[src/rtl/pattern_seq_pkg.sv]
// pattern_seq_pkg: shared types and helpers for the pattern sequencer.
//   seq_state_t : sequencer FSM states (BLANK exists only with BLANK_FRAME_EN)
//   pat_idx_t   : 4-bit pattern index driven to the pattern generator
//   req_t       : pending manual step request
//   PAT_OFF     : index meaning "generator off"
//   idx_next/idx_prev : wrapping steppers over the active range 1..num-1
// Optional feature macro: BLANK_FRAME_EN
package pattern_seq_pkg;

  typedef logic [3:0] pat_idx_t;

  localparam pat_idx_t    PAT_OFF   = 4'd0;
  localparam pat_idx_t    PAT_FIRST = 4'd1;
  localparam int unsigned DWELL_W   = 10;

`ifdef BLANK_FRAME_EN
  typedef enum logic [1:0] {ST_IDLE = 2'd0, ST_SHOW = 2'd1, ST_BLANK = 2'd2} seq_state_t;
`else
  typedef enum logic [1:0] {ST_IDLE = 2'd0, ST_SHOW = 2'd1} seq_state_t;
`endif

  typedef enum logic [1:0] {REQ_NONE = 2'd0, REQ_NEXT = 2'd1, REQ_PREV = 2'd2} req_t;

  // Index 0 is never produced by stepping: the active range is 1..num-1.
  function automatic pat_idx_t idx_next(pat_idx_t cur, int unsigned num);
    if (cur >= pat_idx_t'(num - 1)) return PAT_FIRST;
    return cur + 4'd1;
  endfunction

  function automatic pat_idx_t idx_prev(pat_idx_t cur, int unsigned num);
    if (cur <= PAT_FIRST) return pat_idx_t'(num - 1);
    return cur - 4'd1;
  endfunction

endpackage

[src/rtl/dwell_timer.sv]
// dwell_timer: counts frame strobes while enabled; flags the last frame of a dwell.
//   i_clk, i_rst_n : clock, async active-low reset
//   i_clr          : synchronous clear (wins over i_en)
//   i_en           : count one frame this cycle
//   o_count        : frames elapsed in the current dwell
//   o_tc           : count is at DWELL_FRAMES-1 (the next counted frame ends the dwell)
module dwell_timer
  import pattern_seq_pkg::*;
#(
  parameter int unsigned DWELL_FRAMES = 120
) (
  input  logic               i_clk,
  input  logic               i_rst_n,
  input  logic               i_clr,
  input  logic               i_en,
  output logic [DWELL_W-1:0] o_count,
  output logic               o_tc
);

  logic [DWELL_W-1:0] r_cnt;

  assign o_count = r_cnt;
  assign o_tc    = (r_cnt == DWELL_W'(DWELL_FRAMES - 1));

  always_ff @(posedge i_clk or negedge i_rst_n) begin
    if (!i_rst_n)  r_cnt <= '0;
    else if (i_clr) r_cnt <= '0;
    else if (i_en)  r_cnt <= o_tc ? '0 : r_cnt + 1'b1;
  end

endmodule

[src/rtl/pattern_sequencer.sv]
// pattern_sequencer: selects the test-pattern index shown by the pattern generator.
// Changes take effect only at frame boundaries; manual next/prev pulses are held
// as a pending request until the next frame strobe, auto mode advances every
// DWELL_FRAMES frames.
//   i_clk, i_rst_n    : pixel clock, async active-low reset
//   i_enable, i_auto  : generator enable, auto-advance mode (levels)
//   i_next, i_prev    : one-cycle step requests
//   i_frame_strobe    : one-cycle pulse at frame end
//   o_pattern         : pattern index (0 = off)
//   o_switch_strobe   : one-cycle pulse with the first cycle of a new nonzero index
//   o_dwell_count     : frames elapsed in the current auto dwell
// Optional feature macro: BLANK_FRAME_EN (one frame of index 0 between patterns)
module pattern_sequencer
  import pattern_seq_pkg::*;
#(
  parameter int unsigned NUM_PATTERNS = 8,
  parameter int unsigned DWELL_FRAMES = 120
) (
  input  logic               i_clk,
  input  logic               i_rst_n,
  input  logic               i_enable,
  input  logic               i_auto,
  input  logic               i_next,
  input  logic               i_prev,
  input  logic               i_frame_strobe,
  output logic [3:0]         o_pattern,
  output logic               o_switch_strobe,
  output logic [DWELL_W-1:0] o_dwell_count
);

  seq_state_t r_state, w_state_nx;
  pat_idx_t   r_pat, w_pat_nx;
  pat_idx_t   r_cur, w_cur_nx;   // remembered / target index, survives IDLE
  req_t       r_pend, w_pend_nx;
  logic       r_sw, w_sw_nx;

  req_t       w_pend_eff;
  pat_idx_t   w_tgt;
  logic       w_adv;
  logic       w_dw_clr, w_dw_en, w_dw_tc;

  // A pulse this cycle overrides the held request; both at once changes nothing.
  always_comb begin
    w_pend_eff = r_pend;
    if (i_next && !i_prev)      w_pend_eff = REQ_NEXT;
    else if (i_prev && !i_next) w_pend_eff = REQ_PREV;
  end

  assign w_tgt = (w_pend_eff == REQ_PREV) ? idx_prev(r_cur, NUM_PATTERNS)
                                          : idx_next(r_cur, NUM_PATTERNS);
  // Manual request takes priority over the dwell timeout (both step, manual may be prev).
  assign w_adv = (w_pend_eff != REQ_NONE) || (i_auto && w_dw_tc);

  dwell_timer #(.DWELL_FRAMES(DWELL_FRAMES)) u_dwell (
    .i_clk   (i_clk),
    .i_rst_n (i_rst_n),
    .i_clr   (w_dw_clr),
    .i_en    (w_dw_en),
    .o_count (o_dwell_count),
    .o_tc    (w_dw_tc)
  );

  always_ff @(posedge i_clk or negedge i_rst_n) begin
    if (!i_rst_n) begin
      r_state <= ST_IDLE;
      r_pat   <= PAT_OFF;
      r_cur   <= PAT_FIRST;
      r_pend  <= REQ_NONE;
      r_sw    <= 1'b0;
    end else begin
      r_state <= w_state_nx;
      r_pat   <= w_pat_nx;
      r_cur   <= w_cur_nx;
      r_pend  <= w_pend_nx;
      r_sw    <= w_sw_nx;
    end
  end

  always_comb begin
    w_state_nx = r_state;
    w_pat_nx   = r_pat;
    w_cur_nx   = r_cur;
    w_pend_nx  = r_pend;
    w_sw_nx    = 1'b0;
    w_dw_clr   = !i_auto;   // manual mode pins the dwell count at 0
    w_dw_en    = 1'b0;
    case (r_state)
      ST_IDLE: begin
        w_pend_nx = REQ_NONE;   // requests are ignored while off
        w_dw_clr  = 1'b1;
        if (i_frame_strobe && i_enable) begin
          w_state_nx = ST_SHOW;
          w_pat_nx   = r_cur;
          w_sw_nx    = 1'b1;
        end
      end
      ST_SHOW: begin
        w_pend_nx = w_pend_eff;
        if (i_frame_strobe) begin
          w_pend_nx = REQ_NONE;
          if (!i_enable) begin
            w_state_nx = ST_IDLE;
            w_pat_nx   = PAT_OFF;
            w_dw_clr   = 1'b1;
          end else if (w_adv) begin
            w_cur_nx = w_tgt;
            w_dw_clr = 1'b1;
`ifdef BLANK_FRAME_EN
            w_state_nx = ST_BLANK;
            w_pat_nx   = PAT_OFF;
`else
            w_pat_nx = w_tgt;
            w_sw_nx  = (w_tgt != r_pat);
`endif
          end else begin
            w_dw_en = i_auto;
          end
        end
      end
`ifdef BLANK_FRAME_EN
      ST_BLANK: begin
        // Requests here are kept for the change after the new pattern appears.
        w_pend_nx = w_pend_eff;
        w_dw_clr  = 1'b1;
        if (i_frame_strobe) begin
          if (!i_enable) begin
            w_state_nx = ST_IDLE;
            w_pend_nx  = REQ_NONE;
          end else begin
            w_state_nx = ST_SHOW;
            w_pat_nx   = r_cur;
            w_sw_nx    = 1'b1;
          end
        end
      end
`endif
      default: begin
        w_state_nx = ST_IDLE;
        w_pat_nx   = PAT_OFF;
        w_pend_nx  = REQ_NONE;
        w_dw_clr   = 1'b1;
      end
    endcase
  end

  assign o_pattern       = r_pat;
  assign o_switch_strobe = r_sw;

endmodule

[config.mk]
export PLATFORM = sky130hd
export DESIGN_NAME = pattern_sequencer
export DESIGN_NICKNAME = d
export VERILOG_FILES = /design/src/rtl/pattern_seq_pkg.sv /design/src/rtl/dwell_timer.sv /design/src/rtl/pattern_sequencer.sv
export SDC_FILE = /design/constraint.sdc
export NUM_CORES = 1
export LEC_CHECK = 0
export CAP_MARGIN = 5
export CORE_MARGIN = 2
export CORE_UTILIZATION = 50
export CTS_CLUSTER_SIZE = 16
export DETAILED_ROUTE_END_ITERATION = 7
export GPL_TIMING_DRIVEN = 1
export PLACE_DENSITY = 0.75
export SLEW_MARGIN = 10
export SYNTH_ARGS = -nofsm -noshare
export SYNTH_HDL_FRONTEND = slang
export SYNTH_SLANG_ARGS = --single-unit
[constraint.sdc]
create_clock -name i_clk -period 2.5 [get_ports i_clk]
set_input_delay 0.5 -clock i_clk [delete_from_list [all_inputs] [get_ports i_clk]]
set_output_delay 0.5 -clock i_clk [all_outputs]
set_load 0.05 [all_outputs]
---- Yosys cells after proc, flatten, opt, wreduce, memory -nomap -nowiden ----
Index checks and enable logic that the tools add are counted.
word-level totals
  flip-flop bits (word level) ............. 23
  input port bits ......................... 7
  output and inout port bits .............. 15
  word-level logic and storage cells ...... 69
operators by class
  $add $sub $neg .......................... 3
  order comparisons ....................... 2
  equality and inequality tests ........... 8
  multiplexer cells ....................... 36
  reduce and logical (&&, ||, !) cells .... 14
operators by type and width
  operator                                              count
  2-to-1 mux 4 bit                                      9
  2-to-1 mux 10 bit                                     3
  2-to-1 mux 1 bit                                      14
  2-to-1 mux 2 bit                                      7
  adder 10 x 1 -> 10 bit (second input constant)        1
  == test 10 x 7 -> 1 bit (second input constant)       1
  case mux 4 bit (2 select lines)                       1
  inequality test 2 bit (second input constant)         3
  AND reduction 3 bit                                   2
  adder 4 x 1 -> 4 bit (second input constant)          1
  >= comparator 4 x 3 -> 1 bit (second input constant)  1
  <= comparator 4 x 1 -> 1 bit (second input constant)  1
  logical AND 1 bit                                     4
  inequality test 4 bit                                 1
  case mux 2 bit (2 select lines)                       1
  AND reduction 4 bit                                   1
  nonzero test 2 bit                                    2
  subtractor 4 x 1 -> 4 bit (second input constant)     1
  logical NOT 1 bit                                     3
  inequality test 3 bit (second input constant)         1
  == test 2 x 1 -> 1 bit (second input constant)        1
  == test 2 bit (second input constant)                 1
  logical NOT 2 bit                                     1
  case mux 1 bit (2 select lines)                       1
  logical OR 1 bit                                      1

---- Logic depth before layout (Yosys ltp) ----
Gate-level depths: netlist of run 1.
  depth in word-level cells ............... 12
  gate-level depth with buffers ........... 8
  mapped depth without buffers ............ 8

---- Hierarchy ----
A second synthesis of run 1 with hierarchy kept.
second synthesis, totals
  cells, all modules ...................... 150
  area total of the unflattened synthesis .. 1,371.3 µm²
modules (own cells, without submodules)
  module             instances  cells each  area each (µm²)  seq. area each (µm²)
  pattern_sequencer  1          91          794.5            301.5
  dwell_timer        1          59          576.8            250.2

---- Worst setup path before layout of run 1 ----
No wires, ideal clock.
  path type ............................... register to register
  start ................................... reg u_dwell.r_cnt[0], in the netlist u_dwell.o_count[0]
  end ..................................... reg r_cur[3]
  setup time .............................. 128 ps
  data arrival time ....................... 2,127 ps
  data required time ...................... 2,372 ps
  path slack .............................. 246 ps
  stages on the path, launching flop included .. 7
  buffers on the path ..................... 0
  period minus slack after synthesis ...... 2,254 ps
  cell sequence ........................... dfrtp_1 ha_1 and4_1 nand4b_1 o21a_2 nor3b_4 mux2_1
between the ends
  longest elaborated chain between the ends .. 4
ends and longest elaborated chain
  item                                  line                     text
  start, declared                       dwell_timer.sv:20        logic [DWELL_W-1:0] r_cnt;
  start signal, assigned                dwell_timer.sv:28        else if (i_en) r_cnt <= o_tc ? '0 : r_cnt + 1'b1;
  == test 10 x 7 -> 1 bit               dwell_timer.sv:23        assign o_tc = (r_cnt == DWELL_W'(DWELL_FRAMES - 1));
  logical AND 1 bit                     pattern_sequencer.sv:52  assign w_adv = (w_pend_eff != REQ_NONE) || (i_auto && w_dw_tc);
  logical OR 1 bit                      pattern_sequencer.sv:52
  AND reduction 4 bit (no source line)  -
  end signal, assigned                  pattern_sequencer.sv:73  r_cur <= w_cur_nx;
  end, declared                         pattern_sequencer.sv:33  pat_idx_t r_cur, w_cur_nx;
No other way between the ends.
A chain may end at the register's enable or synchronous reset.

---- Final worst setup path of run 1 ----
  start ................................... reg r_cur[0]
  end ..................................... reg r_sw, in the netlist o_switch_strobe
between the ends
  longest elaborated chain between the ends .. 9
  elaborated cells on any way between the ends .. 14
  classes of those cells .................. add/sub: 2; order compare: 2; eq/ne: 1; mux: 9
ends and longest elaborated chain
  item                                                                                 line                                          text
  >= comparator 4 x 3 -> 1 bit / <= comparator 4 x 1 -> 1 bit (equally long branches)  pattern_seq_pkg.sv:26, pattern_seq_pkg.sv:31
  2-to-1 mux 1 bit, on equally long branches                                           pattern_seq_pkg.sv:26, pattern_seq_pkg.sv:31
  2-to-1 mux 4 bit, on equally long branches                                           pattern_seq_pkg.sv:27, pattern_seq_pkg.sv:32
  2-to-1 mux 4 bit *                                                                   pattern_sequencer.sv:49                       assign w_tgt = (w_pend_eff == REQ_PREV) ? idx_prev(r_cur, NUM_PATTERNS)
  inequality test 4 bit *                                                              pattern_sequencer.sv:113                      w_sw_nx = (w_tgt != r_pat);
  2-to-1 mux 1 bit *                                                                   pattern_sequencer.sv:105                      end else if (w_adv) begin
  2-to-1 mux 1 bit *                                                                   pattern_sequencer.sv:101                      if (!i_enable) begin
  2-to-1 mux 1 bit *                                                                   pattern_sequencer.sv:99                       if (i_frame_strobe) begin
  case mux 1 bit (2 select lines) *                                                    pattern_sequencer.sv:87                       case (r_state)
  via w_sw_nx                                                                          pattern_sequencer.sv:35                       logic r_sw, w_sw_nx;
  end signal, assigned                                                                 pattern_sequencer.sv:75                       r_sw <= w_sw_nx;
  end, declared                                                                        pattern_sequencer.sv:35
Mark *: on every way through the listed nets, which the timed path passes. The rest lies on a longest branch.

==> results.yml, run 1 <==
floorplan:
  start_util_pct: 54.1
  die_h_microns: 56.2
  core_sq_mm: 0.00252
  fp.dieW_microns: 56.2
  io-pin-count: 22
  fp-row-count: 18
  die-area_sq_mm: 0.00316
cts:
  cts.htree.levels: 1
  ctsRootBufferMaster: "clkbuf_4"
  cts_sinks: 22
  cts_tree: "built"
  cts_buffers: 3
  cts_buffer_depth: 2
  hold_buffers: 0
  cts_setup_buffers: 0
  clkTransAtPathRegs_ps: 130
  insertion_delay_ps: 310
  cts.repair.resized: 0
layout:
  final_core_utilization_pct: 66.3
  stdcell_area_sq_mm: 0.00167
  fin_cells: 203
  diodes: 0
  drive_above_1_share_pct: 10.4
  area_growth_syn_to_layout_pct: 22.7
  fin_nets: 185
  layout_common_cells: "21 x clkdlybuf4s50_1, 21 x dfrtp_1, 14 x nand2_1, 14 x a21oi_1"
critical_path:
  cp.arrival_ps: 2380
  reg2reg_depth: 8
  rrSetupSlack_ps: 330
  r2r-start: "r_cur[0]"
  crit_path_max_fanout: 7
  critPathKind: "register to register"
  r2r-end: "o_switch_strobe"
  critPathLaunchType: "register"
  crit_required_ps: 2710
  startpoint: "r_cur[0]"
  critPathCaptureType: "register"
place:
  gp_congestion: 0.828
  port-buffer-count: 21
  dpl.hpwl_microns: 2210
  dpl_cell_area_sq_mm: 0.00162
  dp.cells: 199
grt:
  grt_usage_pct: 19.9
  grt_max_degree: 14
  grt_overflow: 0
  antenna_found_initial: 0
  grt_first_pass_wirelength_microns: 5090
  grt_pass1_vias: 1091
yosys:
  synth-xor-area-share_pct: 4.50
  synth-edff-count: 0
  yosys_warnings: 0
  synth_fp_nets: 159
  yosysUniqueCellTypes: 42
  ys_ff_latch: 22
  post_synth_instance_area_sq_mm: 0.00136
  synth_ff_type: "dfrtp_1"
  ys_seq_area_share_pct: 40.5
  synth-async-reset-ratio_pct: 100
  muxShareOfSynthArea_pct: 3.94
  synth_top_family_by_area: "simple AND/OR/NAND/NOR gates"
  synthAdderAreaFrac_pct: 4.68
  synth-simple-area-share_pct: 23.9
  postSynthAreaPerCell_sq_um: 9.21
  netlist_instances: 148
  synth_compound_area_share_pct: 19.4
routing:
  wl_per_cell_microns: 14.4
  first_pass_iters: 4
  vias: 1165
  drc: 0
  wl_microns: 2930
  ant_nets: 0
  drt-initial-drc-count: 39
  routed_via_density: 5.74
timing:
  hold_viol: 0
  tightest_slew_ps: 541
  clock_skew_ps: 4.67
  min_period_ps: 2170
  setup_viol_count_final: 0
  slew_viol_final: 0
  fin_crit_sh_pct: 86.7
  setup_tns_ps: 0
  relSlewSlack_pct: 63.8
  fin_hold_ws_ps: 521
  timing.fmax_mhz: 461
  rsz0062_at_grt: "no"
job:
  drv_cap: 0
power:
  peakVddDrop_v: 0.000707
  switchingPower_mw: 0.561
  cellPowerDensity_mw_per_mm2: 846
  p_sw_share_pct: 39.6
  intPower_mw: 0.855
  pwr-share-comb_pct: 45.3
  p_leak_nw: 0.703
  seqPwrFrac_pct: 35.1
  pwr-share-clk_pct: 19.5
status:
  status: "finished, final reports clean"
worst_hold_path:
  hold_path.class: "input port to asynchronous set/reset pin"
[Yosys cell counts, drive strengths merged (2+ instances only)]
| master | instances | share of area (%) |
|---|---|---|
| dfrtp | 21 | 39 |
| a21oi | 16 | 7.0 |
| nand2 | 14 | 3.9 |
| nor2 | 10 | 2.8 |
| o21ai | 10 | 3.7 |
| nand2b | 8 | 4.2 |
| inv | 6 | 1.7 |
| nor3 | 6 | 2.2 |
| nand3 | 5 | 1.8 |
| o21a | 5 | 2.8 |
| xnor2 | 5 | 3.2 |
| buf | 4 | 1.6 |
| ha | 4 | 3.7 |
| o31ai | 4 | 2.2 |
| and2 | 3 | 1.6 |
| and3 | 3 | 1.4 |
| mux2i | 3 | 3.1 |
| o221ai | 3 | 1.9 |
| nor2b | 2 | 0.92 |
| nor3b | 2 | 1.9 |
| xor2 | 2 | 1.3 |
[logic make-up after synthesis]
logic type	Yosys count
buf+inv	10
flops	22
compound gates	41
simple gates	59
fa+ha+maj	5
xor+xnor	7
mux	4
[power by group through the flow]
| stage | combinational (mW) | sequential, mW | clock (mW) |
|---|---|---|---|
| floorplan | 0.439 | 0.550 | 0 |
| global placement | 0.619 | 0.500 | 0 |
| detailed placement | 0.630 | 0.503 | 0 |
| CTS | 0.642 | 0.496 | 0.286 |
| global route | 0.702 | 0.510 | 0.295 |
| finish | 0.642 | 0.497 | 0.277 |
[per-layer routing]
layer  up-vias  global-route usage, %  wire [microns]
met2        38                   30.6            1280
met5         -                      0               0
li1        582                      -               -
met3         2                   2.56             137
met4         0                   4.76              19
met1       543                   29.7            1490
[flip-flops by register name, summed over array words and instances (netlist names)]
name             count
o_switch_strobe      1
u_dwell.o_count     10
r_pend               2
r_state              1
r_cur                4
o_pattern            4
[stage by stage]
stage               power, mW  setup WS [ps]
finish                   1.42            332
global placement         1.12            131
CTS                      1.42            330
floorplan               0.989            246
global route             1.51            146
detailed placement       1.13           84.9
[area by class of cell]
| class | instances | area [sq um] |
|---|---|---|
| Tap cell | 30 | 37.5 |
| Clock buffer | 3 | 22.5 |
| Sequential cell | 22 | 552 |
| Multi-Input combinational cell | 116 | 768 |
| Clock inverter | 1 | 30.0 |
| Timing Repair Buffer | 25 | 240 |
| Inverter | 6 | 22.5 |
| Fill cell | 217 | 850 |
[worst max path at each step]
stage / endpoint / slack [ps]
floorplan: r_cur[3] / 250
global placement: o_switch_strobe / 130
detailed placement: o_switch_strobe / 80
CTS: o_dwell_count[3] / 330
global route: o_switch_strobe / 150
finish: o_switch_strobe / 330
[worst max-delay path, cell delays in order (launching register included)]
cell     delay [ps]
dfstp_2         610
inv_1            80
ha_1            250
nor3_1          190
mux2i_1         110
mux2i_1         270
xnor2_1         160
nand3_1          90
o31a_1          310
(Power assumes the default switching activity.)
==> run 2, diff against run 1 <==
- CAP_MARGIN: 5 -> 40
==> results of run 2 <==
No change in the layout: final DEF, timing and power equal those of run 1.
==> run 3, diff against run 2 <==
- CORE_UTILIZATION: 50 -> 40
- PLACE_DENSITY: 0.75 -> default
==> results.yml, run 3 (synthesis gave the netlist of run 1 again) <==
routing:
  first_pass_iters: 4
  wl_per_cell_microns: 13.2
  top_layer: "met4"
  vias: 1125
  wl_met3_microns: 145
  routed_via_density: 5.14
  ant_nets: 0
  wl_microns: 2880
  drt-initial-drc-count: 51
  drc: 0
  wl_met2_microns: 1270
  met1_length_microns: 1440
power:
  p_leak_nw: 0.696
  p_sw_share_pct: 41.5
  peakVddDrop_v: 0.000689
  pwr-share-clk_pct: 15.1
  seqPwrFrac_pct: 37.0
  switchingPower_mw: 0.555
  cellPowerDensity_mw_per_mm2: 798
  intPower_mw: 0.782
  pwr-share-comb_pct: 47.9
  p_total_mw: 1.34
floorplan:
  die-area_sq_mm: 0.00389
  fp-row-count: 21
  die_h_microns: 62.4
  fp.dieW_microns: 62.4
  start_util_pct: 41.2
  io-pin-count: 22
  core_sq_mm: 0.00331
cts:
  cts_sinks: 22
  cts_buffers: 3
  clkTransAtPathRegs_ps: 130
  cts.repair.resized: 0
  cts.htree.levels: 1
  insertion_delay_ps: 310
  hold_buffers: 0
  cts_tree: "built"
  ctsRootBufferMaster: "clkbuf_4"
  cts_setup_buffers: 0
  cts_buffer_depth: 2
place:
  gp_congestion: 0.773
  dpl_cell_area_sq_mm: 0.00164
  dp.cells: 215
  dpl.hpwl_microns: 2190
  port-buffer-count: 21
  pre_cts_slack_ps: 83.8
critical_path:
  rrSetupSlack_ps: 350
  cpMaxStageDelayCell: "dfstp_2"
  r2r-end: "o_switch_strobe"
  cp.arrival_ps: 2360
  crit_path_max_fanout: 7
  critPathCaptureType: "register"
  r2r-start: "r_cur[0]"
  critPathLaunchType: "register"
  slowest_delay_ps: 610
  crit_required_ps: 2710
  reg2reg_depth: 8
  critPathKind: "register to register"
  path_cells: "inv_1, ha_1, nor3_1, mux2i_1, mux2i_1, xnor2_1, nand3_1, o31a_1"
  cp_common_cell: "mux2i_1"
layout:
  final_core_utilization_pct: 50.6
  layout_common_cells: "21 x clkdlybuf4s50_1, 21 x dfrtp_1, 14 x nand2_1, 14 x a21oi_1"
  largest_reg_flops: 10
  fin_nets: 185
  drive_above_1_share_pct: 10.4
  fin_cells: 219
  diodes: 0
  fill_cells: 331
  stdcell_area_sq_mm: 0.00168
  area_growth_syn_to_layout_pct: 22.9
timing:
  relSlewSlack_pct: 66.6
  timing.fmax_mhz: 466
  fin_hold_ws_ps: 524
  setup_viol_count_final: 0
  fin_ws_ps: 353
  tightest_slew_ps: 500
  clock_skew_ps: 1.10
  min_period_ps: 2150
  fin_crit_sh_pct: 85.9
  hold_viol: 0
  slew_viol_final: 0
  rsz0062_at_grt: "no"
  setup_tns_ps: 0
grt:
  antenna_found_initial: 0
  grt_max_degree: 23
  grt_first_pass_wirelength_microns: 4970
  grt_usage_pct: 15.8
  grt_overflow: 0
  grt_pass1_vias: 1068
status:
  status: "finished, final reports clean"
worst_hold_path:
  hold_path.class: "input port to asynchronous set/reset pin"
job:
  drv_cap: 0
==> run 3: area by class of cell <==
type	count	area [sq um]	area share, %
timing repair buffer	25	240	14.3
tap	46	57.6	3.43
inverter	6	22.5	1.34
multi-input combinational	116	768	45.8
clock buffer	4	36.3	2.16
sequential	22	552	32.9
==> run 3: worst max path at each step <==
stage / from / endpoint / slack, ps / depth (start not counted)
2_1_floorplan: u_dwell.o_count[0] / r_cur[3] / 250 / 6
3_3_place_gp: i_prev / o_switch_strobe / 120 / 7
3_5_place_dp: i_prev / o_switch_strobe / 80 / 7
4_1_cts: r_cur[0] / o_switch_strobe / 330 / 8
5_1_grt: r_cur[0] / o_switch_strobe / 140 / 8
6_report: r_cur[0] / o_switch_strobe / 350 / 8
==> run 3: power groups by stage <==
stage | clock (mW) | sequential (mW) | combinational, mW
finish | 0.202 | 0.495 | 0.640
global route | 0.235 | 0.507 | 0.697
CTS | 0.211 | 0.493 | 0.645
detailed placement | 0 | 0.500 | 0.641
global placement | 0 | 0.498 | 0.627
floorplan | 0 | 0.550 | 0.439
==> run 3: layer usage <==
layer,vias up,GRT usage [%]
met5,-,0
met4,0,5.00
met3,2,2.88
met2,31,25.0
met1,515,22.1
li1,577,-
==> run 3: critical path: cells and delay by family (launching register included) <==
family | cells | cell delay [ps]
flops | 1 | 610
mux | 2 | 360
compound gates | 1 | 300
simple gates | 2 | 280
fa+ha+maj | 1 | 260
xor+xnor | 1 | 160
buf+inv | 1 | 80
